<file path="src/rtl/snoop_bus_arbiter.sv">
// snoop_bus_arbiter: round-robin owner of the shared snooping bus. It broadcasts the
//   winning op/address, collects snooper writeback/abort responses and sequences the
//   memory phase (writeback, then block fetch), then pulses done to the grantee.
// Latency: a request seen at edge k gets grant and bus_valid in cycle k+1. With no
//   memory phase, done arrives SNOOP_LAT+2 cycles after that edge.
// Backpressure: req is held until done. The memory phase stalls in WB/MEM until
//   mem_ack; mem_ack in the first cycle of mem_req is accepted.
// Ports: clock/reset (sync, active-low); req/req_op/req_addr per cache (packed);
//   grant, bus_valid/op/addr/src broadcast; snoop_wb/snoop_abort from snoopers;
//   mem_req/mem_we/mem_addr/mem_ack to memory; done per cache.
// Optional: `define ARB_STATS_EN adds saturating txn_count / wb_count outputs.
module snoop_bus_arbiter #(
  parameter int N_CACHES  = 4,
  parameter int ADDR_W    = 8,
  parameter int SNOOP_LAT = 2
) (
  input  logic                       clock,
  input  logic                       reset,
  input  logic [N_CACHES-1:0]        req,
  input  logic [2*N_CACHES-1:0]      req_op,
  input  logic [ADDR_W*N_CACHES-1:0] req_addr,
  output logic [N_CACHES-1:0]        grant,
  output logic                       bus_valid,
  output logic [2:0]                 bus_op,
  output logic [ADDR_W-1:0]          bus_addr,
  output logic [2:0]                 bus_src,
  input  logic [N_CACHES-1:0]        snoop_wb,
  input  logic [N_CACHES-1:0]        snoop_abort,
  output logic                       mem_req,
  output logic                       mem_we,
  output logic [ADDR_W-1:0]          mem_addr,
  input  logic                       mem_ack,
  output logic [N_CACHES-1:0]        done
`ifdef ARB_STATS_EN
  ,
  output logic [15:0]                txn_count,
  output logic [15:0]                wb_count
`endif
);

  localparam int IDX_W = (N_CACHES > 1) ? $clog2(N_CACHES) : 1;
  localparam int CNT_W = (SNOOP_LAT > 1) ? $clog2(SNOOP_LAT) : 1;

  localparam logic [2:0] S_IDLE  = 3'd0;
  localparam logic [2:0] S_BCAST = 3'd1;
  localparam logic [2:0] S_SNOOP = 3'd2;
  localparam logic [2:0] S_WB    = 3'd3;
  localparam logic [2:0] S_MEM   = 3'd4;
  localparam logic [2:0] S_DONE  = 3'd5;

  logic [2:0]          state_q, state_d;
  logic [N_CACHES-1:0] grant_q, grant_d;
  logic [IDX_W-1:0]    rr_q, rr_d;
  logic [2:0]          src_q, src_d;
  logic [1:0]          op_q, op_d;
  logic [ADDR_W-1:0]   addr_q, addr_d;
  logic [CNT_W-1:0]    cnt_q, cnt_d;
  logic                wb_any_q, wb_any_d;
  logic                abort_any_q, abort_any_d;

  logic [IDX_W-1:0]    win;
  logic                win_vld;
  logic                is_miss;

  // Round-robin scan: start one past the last winner and wrap.
  always_comb begin
    int scan_idx;
    scan_idx = 0;
    win      = '0;
    win_vld  = 1'b0;
    for (int i = 1; i <= N_CACHES; i++) begin
      scan_idx = (int'(rr_q) + i) % N_CACHES;
      if (!win_vld && req[scan_idx[IDX_W-1:0]]) begin
        win_vld = 1'b1;
        win     = scan_idx[IDX_W-1:0];
      end
    end
  end

  // Read and write misses fetch the block (write-allocate); invalidate/null never do.
  assign is_miss = (op_q == 2'b01) || (op_q == 2'b10);

  always_comb begin
    state_d     = state_q;
    grant_d     = grant_q;
    rr_d        = rr_q;
    src_d       = src_q;
    op_d        = op_q;
    addr_d      = addr_q;
    cnt_d       = cnt_q;
    wb_any_d    = wb_any_q;
    abort_any_d = abort_any_q;
    case (state_q)
      S_IDLE: begin
        if (win_vld) begin
          grant_d      = '0;
          grant_d[win] = 1'b1;
          src_d        = 3'(win);
          op_d         = req_op[2*win +: 2];
          addr_d       = req_addr[ADDR_W*win +: ADDR_W];
          rr_d         = win;
          state_d      = S_BCAST;
        end
      end
      S_BCAST: begin
        wb_any_d    = 1'b0;
        abort_any_d = 1'b0;
        cnt_d       = '0;
        state_d     = S_SNOOP;
      end
      S_SNOOP: begin
        // The grantee's own response lines are masked out.
        wb_any_d    = wb_any_q    | (|(snoop_wb    & ~grant_q));
        abort_any_d = abort_any_q | (|(snoop_abort & ~grant_q));
        if (cnt_q == CNT_W'(SNOOP_LAT - 1)) begin
          if (wb_any_d)                     state_d = S_WB;
          else if (is_miss && !abort_any_d) state_d = S_MEM;
          else                              state_d = S_DONE;
        end else begin
          cnt_d = cnt_q + CNT_W'(1);
        end
      end
      S_WB: begin
        if (mem_ack) state_d = (is_miss && !abort_any_q) ? S_MEM : S_DONE;
      end
      S_MEM: begin
        if (mem_ack) state_d = S_DONE;
      end
      S_DONE: begin
        grant_d = '0;
        state_d = S_IDLE;
      end
      default: state_d = S_IDLE;
    endcase
  end

  always_ff @(posedge clock) begin
    if (!reset) begin
      state_q     <= S_IDLE;
      grant_q     <= '0;
      rr_q        <= IDX_W'(N_CACHES - 1);
      src_q       <= '0;
      op_q        <= '0;
      addr_q      <= '0;
      cnt_q       <= '0;
      wb_any_q    <= 1'b0;
      abort_any_q <= 1'b0;
    end else begin
      state_q     <= state_d;
      grant_q     <= grant_d;
      rr_q        <= rr_d;
      src_q       <= src_d;
      op_q        <= op_d;
      addr_q      <= addr_d;
      cnt_q       <= cnt_d;
      wb_any_q    <= wb_any_d;
      abort_any_q <= abort_any_d;
    end
  end

  // bus_addr/bus_src keep the last owner's values while idle; bus_op does not.
  assign grant     = grant_q;
  assign bus_valid = (state_q == S_BCAST);
  assign bus_op    = (state_q == S_IDLE) ? 3'b000 : {1'b0, op_q};
  assign bus_addr  = addr_q;
  assign bus_src   = src_q;
  assign mem_req   = (state_q == S_WB) || (state_q == S_MEM);
  assign mem_we    = (state_q == S_WB);
  assign mem_addr  = addr_q;
  assign done      = (state_q == S_DONE) ? grant_q : '0;

`ifdef ARB_STATS_EN
  logic [15:0] txn_count_q, txn_count_d;
  logic [15:0] wb_count_q, wb_count_d;

  always_comb begin
    txn_count_d = txn_count_q;
    wb_count_d  = wb_count_q;
    if (state_q == S_DONE && txn_count_q != 16'hFFFF)
      txn_count_d = txn_count_q + 16'd1;
    if (state_q == S_WB && mem_ack && wb_count_q != 16'hFFFF)
      wb_count_d = wb_count_q + 16'd1;
  end

  always_ff @(posedge clock) begin
    if (!reset) begin
      txn_count_q <= '0;
      wb_count_q  <= '0;
    end else begin
      txn_count_q <= txn_count_d;
      wb_count_q  <= wb_count_d;
    end
  end

  assign txn_count = txn_count_q;
  assign wb_count  = wb_count_q;
`else
  // Statistics counters are not built in this configuration.
`endif

endmodule

</file>
<file path="config.mk">
export PLATFORM = sky130hd
export DESIGN_NAME = snoop_bus_arbiter
export DESIGN_NICKNAME = d
export VERILOG_FILES = /design/src/rtl/snoop_bus_arbiter.sv
export SDC_FILE = /design/constraint.sdc
export NUM_CORES = 1
export LEC_CHECK = 0
export BUFFER_PORTS_ARGS = -buffer_cell sky130_fd_sc_hd__buf_2
export CAP_MARGIN = 10
export CORE_MARGIN = 2
export CORE_UTILIZATION = 40
export CTS_CLUSTER_DIAMETER = 30
export DETAILED_ROUTE_END_ITERATION = 8
export PLACE_DENSITY = 0.84
export SLEW_MARGIN = 20
export SYNTH_ARGS = -nofsm -noshare
export SYNTH_HDL_FRONTEND = slang
export SYNTH_SLANG_ARGS = --single-unit
</file>
<file path="constraint.sdc">
create_clock -name clock -period 3.4 [get_ports clock]
set_clock_uncertainty 0.2 [all_clocks]
set_input_delay 0.34 -clock clock [delete_from_list [all_inputs] [get_ports clock]]
set_output_delay 0.34 -clock clock [all_outputs]
set_load 0.05 [all_outputs]
</file>
### Word-level counts from Yosys, hierarchy flattened

Cells that the tools add are included.

* logic and storage cells: 93
* output and inout bits: 33
* register bits after elaboration: 24
* bits in read-only memories: 0
* input bits: 55
* memories kept: 0
* bits in writable memories: 0
* latch bits: 0

* reduce and logical (&&, ||, !) cells: 21
* bitwise gates (word level): 5
* shifts and indexed selects: 2
* div/mod/pow operators: 0
* multiplexer cells: 34
* equal/unequal tests: 11
* $lt $le $gt $ge: 6
* add/subtract/negate cells: 5
* multipliers: 0

Operators by type and width (number)
* indexed part select 32 x 6 -> 8 bit: 1
* less-than comparator 2 x 3 -> 1 bit (second input constant): 5
* two-way mux 3 bit: 5
* one-hot mux 3 bit (5 select lines): 1
* two-way mux 1 bit: 12
* two-way mux 2 bit: 5
* bitwise AND 4 bit: 2
* binary-select mux 1 bit (select 2 bit): 4
* two-way mux 4 bit: 2
* one-hot mux 4 bit (2 select lines): 1
* OR reduction 4 bit: 2
* indexed part select 8 x 4 -> 2 bit: 1
* equality test 3 x 2 -> 1 bit (second input constant): 2
* equality test 3 bit (second input constant): 2
* logical AND 1 bit: 6
* != test 2 bit (second input constant): 3
* one-hot mux 1 bit (2 select lines): 3
* logical NOT 1 bit: 5
* adder 2 x 1 -> 2 bit (second input constant): 2
* adder 2 bit (second input constant): 2
* NOT 4 bit: 1
* AND reduction 2 bit: 2
* AND reduction 4 bit: 1
* nonzero test 2 bit: 2
* 10 further kinds: 12

### Logic depth before layout (Yosys ltp)

* depth after elaboration: 19
* mapped depth: 8
* depth with buffers taken out: 5

### Worst setup path before layout

Ideal clock, no wire load.

* path type: reg-to-reg
* start point: reg state_q[0]
* end point: reg abort_any_q
* clock period less this slack: 2581 ps
* path slack: 819 ps
* setup time: 135 ps
* data required time: 3065 ps
* buffers on the path: 1
* data arrival time: 2246 ps
* cell stages (with the launch flop): 6
* path through: dfxtp_1 clkbuf_1 nor3b_1 nor2_1 nand2_1 a21boi_0

* word-level cells in the longest chain between the ends: 2
* elaborated cells between the ends (all ways): 4
* classes of those cells: eq/ne (2); mux (1); reduce/logical (1)

RTL lines
* from (decl): line 51 `logic [2:0] state_q, state_d;`
* from (signal assigned): line 149 `state_q <= state_d;`
* equality test 3 x 1 -> 1 bit (*)
* named net bus_valid: line 23 `output logic bus_valid,`
* one-hot mux 1 bit (2 select lines) or nonzero test 2 bit (tied branches)
* to (signal assigned): line 157 `abort_any_q <= abort_any_d;`
* to (decl): line 59 `logic abort_any_q, abort_any_d;`

The timed path passes the listed nets; every way through them passes the cells marked *.
A chain may end at the register's enable or synchronous reset.

### Worst setup path after layout

* start point: reg state_q[0]
* end point: reg grant_q[1] (netlist: grant[1])

* word-level cells in the longest chain between the ends: 3
* elaborated cells between the ends (all ways): 6
* classes of those cells: eq/ne (2); mux (1); reduce/logical (3)

RTL lines
* equality test 3 bit or logical NOT 3 bit (tied branches): line 93 `case (state_q)`
* nonzero test 2 bit (no source line) or != test 2 bit (tied branches)
* AND reduction 2 bit (no source line)
* to (signal assigned): line 150 `grant_q <= grant_d;`
* to (decl): line 52 `logic [N_CACHES-1:0] grant_q, grant_d;`

Several ways; a longest one is shown, not always the timed one.

==> run metrics <==
grt total ovfl 0; largest net degree at the start of global routing 25; vias per cell 5.26; crit path DAT 2440 ps; CTS tree yes; Period Utilization, post-route 71.6%; #FFs+latches synth 24; routed len/inst 13.3 µm; WHS Path Cells 3; Worst R2R Path Depth 5; CTS Sinks 24; Filler cells 372; layout cell share with drive strength beyond 1 34.4%; gp weighted congestion 0.889; cells along the critical path nor3_1 > nand2_1 > a21oi_1 > a22oi_1 > nor2b_1; hold slack 213 ps; Max-Cap Viols 0; Routed WL 4.24 mm; Clk Latency, worst-skew pair 260 ps; final setup TNS 0 ps; CP max FO 14; pre-CTS setup slack 893 ps; status finished clean; die span in y 67.1 µm; clock slew at the register clock pins of the worst setup and hold paths 80 ps; Netlist cell types 42; DR vias 1674; final-report setup violation count 0; commonest non-fill, non-tap cell in the layout buf_2; Total Power 2.06 mW; Layout area overhead 24.9%; Clock Root Buffer clkbuf_8; DRC viols 0; drt first pass iters 4; RR Endpoint grant[1]; Core Rows 22; number of H-tree levels 1; Post-Syn Area per Cell 7.93 µm²; CP max stage delay 770 ps; drt initial violations 86; PwrDens 1030 nW/µm²; unrepaired setup endpoints after global routing no; Num CTS Buffers 3; Post-CTS Resized 0; CORE AREA 3740 µm²; Post-Syn Area 1590 µm²; HPWL after detailed placement 3.22 mm; Finished Core Util 53.2%; commonest cells after routing, fill and taps aside 85 x buf_2, 24 x dfxtp_1, 21 x nand2_1; Tmin final 2440 ps; crit end category register; Critical Path RT 3400 ps; Final WS setup 965 ps; I/O Pins 88; hold_buf cts 0; Die W 67.1 µm; CTS max path bufs 2; WHS Endpoint bus_addr[0]; FMAX 0.411 GHz; sequential fraction of the synthesis area 30.1%; first-pass GRT wire length 6.14 mm; initial core utilization 42.6%; synth warn 0; crit-path leading delay family compound AO/OA/AOI/OAI gates; number of global-route vias before repair 1353; critical path class reg2reg; synthesized instance count 201; Slew Limit Headroom 36.7%; Reg-to-Reg Start state_q[0]; Worst-Margin Slew 949 ps; r2r setup slk 960 ps; CP Launch Type register; FFs w/ async S/R, synth 0%; antenna violations before repair 0; Final Hold Viols 0; maximum vdd ir drop 445 µV; HP Class in2reg; die area 4510 µm²; setup bufs post-CTS 0; P_leak 1.02 nW; GR Util All Layers 17.8%; I/O Buffers 85; Hold Crit Start req_addr[16]; n_diodes 0; Final ANT Viol Nets 0; NumNets Final 326; Main synth FF type dfxtp_1; fin. max-slew vios 0; CP max stage cell a21oi_1; Post-synth EDFFs 0; worst path bufs/invs 0
-- tightest hold or removal path, stage by stage --
cell      delay, ps
buf_2           100
mux2i_1         110
a221oi_1         90
-- power by group --
part           switching (mW)  total (mW)  internal, mW
Sequential              0.138       0.548         0.410
Combinational           0.947        1.32         0.370
Clock                  0.0908       0.194         0.103
-- flip-flops by register name, summed over array words and instances, names as in the netlist --
| name | flops |
|---|---|
| bus_src | 2 |
| state_q | 3 |
| bus_addr | 8 |
| abort_any_q | 1 |
| rr_q | 2 |
| cnt_q | 1 |
| wb_any_q | 1 |
| grant | 4 |
| op_q | 2 |
-- metrics by stage --
step | instances | cell area [µm²]
after floorplan | 202 | 1600
after global placement | 314 | 1940
after detailed placement | 314 | 1940
after CTS | 318 | 1990
after global routing | 318 | 1990
final | 318 | 1990
-- logic make-up (layout without fill, tap and decap cells) --
family / count (synthesis) / count (layout) / share of synthesized area [%]
and+or+nand+nor: 67 / 67 / 20.9
AOI/OAI and AO/OA: 62 / 62 / 27.6
buffers and inverters: 33 / 101 / 12.3
DFF: 24 / 24 / 30.1
muxes: 13 / 13 / 8.24
other: 1 / 2 / 0.235
xor gates and xnor gates: 1 / 1 / 0.550
-- cell usage after synthesis (all sizes together), types with 2 or more instances --
master | number | share of area, %
a221oi | 10 | 5.5
inv | 11 | 2.6
a21oi | 4 | 1.3
buf | 15 | 8.1
nor2b | 7 | 2.7
dfxtp | 24 | 30
clkbuf | 7 | 1.6
o31ai | 2 | 0.94
o21ai | 14 | 4.6
a22oi | 2 | 0.94
nand2 | 21 | 4.9
nand3 | 2 | 0.94
a21boi | 7 | 3.3
a211oi | 9 | 4.2
o21a | 2 | 0.94
and2 | 6 | 2.4
nor2 | 18 | 4.2
a31oi | 2 | 0.78
nand2b | 7 | 2.7
mux2i | 12 | 7.5
o22ai | 2 | 0.78
-- layout make-up --
class / instances / area (µm²) / area share [%]
tap: 48 / 60.1 / 3.02
sequential: 24 / 480 / 24.1
inverter: 11 / 41.3 / 2.07
multi-input combinational: 145 / 921 / 46.3
clock buffer: 4 / 55.1 / 2.77
timing repair buffer: 86 / 433 / 21.7
-- how the worst max path moves through the flow --
stage	startpoint	endpoint	slack (ps)	cells past startpoint
3_5_place_dp	req[3]	bus_addr[0]	890	7
3_3_place_gp	req[3]	bus_addr[0]	960	7
4_1_cts	state_q[0]	grant[1]	970	5
5_1_grt	state_q[0]	bus_addr[6]	740	5
6_report	state_q[0]	grant[1]	960	5
2_1_floorplan	state_q[0]	abort_any_q	820	5
-- layer usage --
layer	GRT usage (%)	vias to the layer above	share of wire, %
li1	-	841	-
met1	23.5	766	46
met2	29.1	61	47
met3	2.70	6	6.0
met4	6.38	0	1.6
met5	0	-	0
Power figures use the tool's default switching activity.
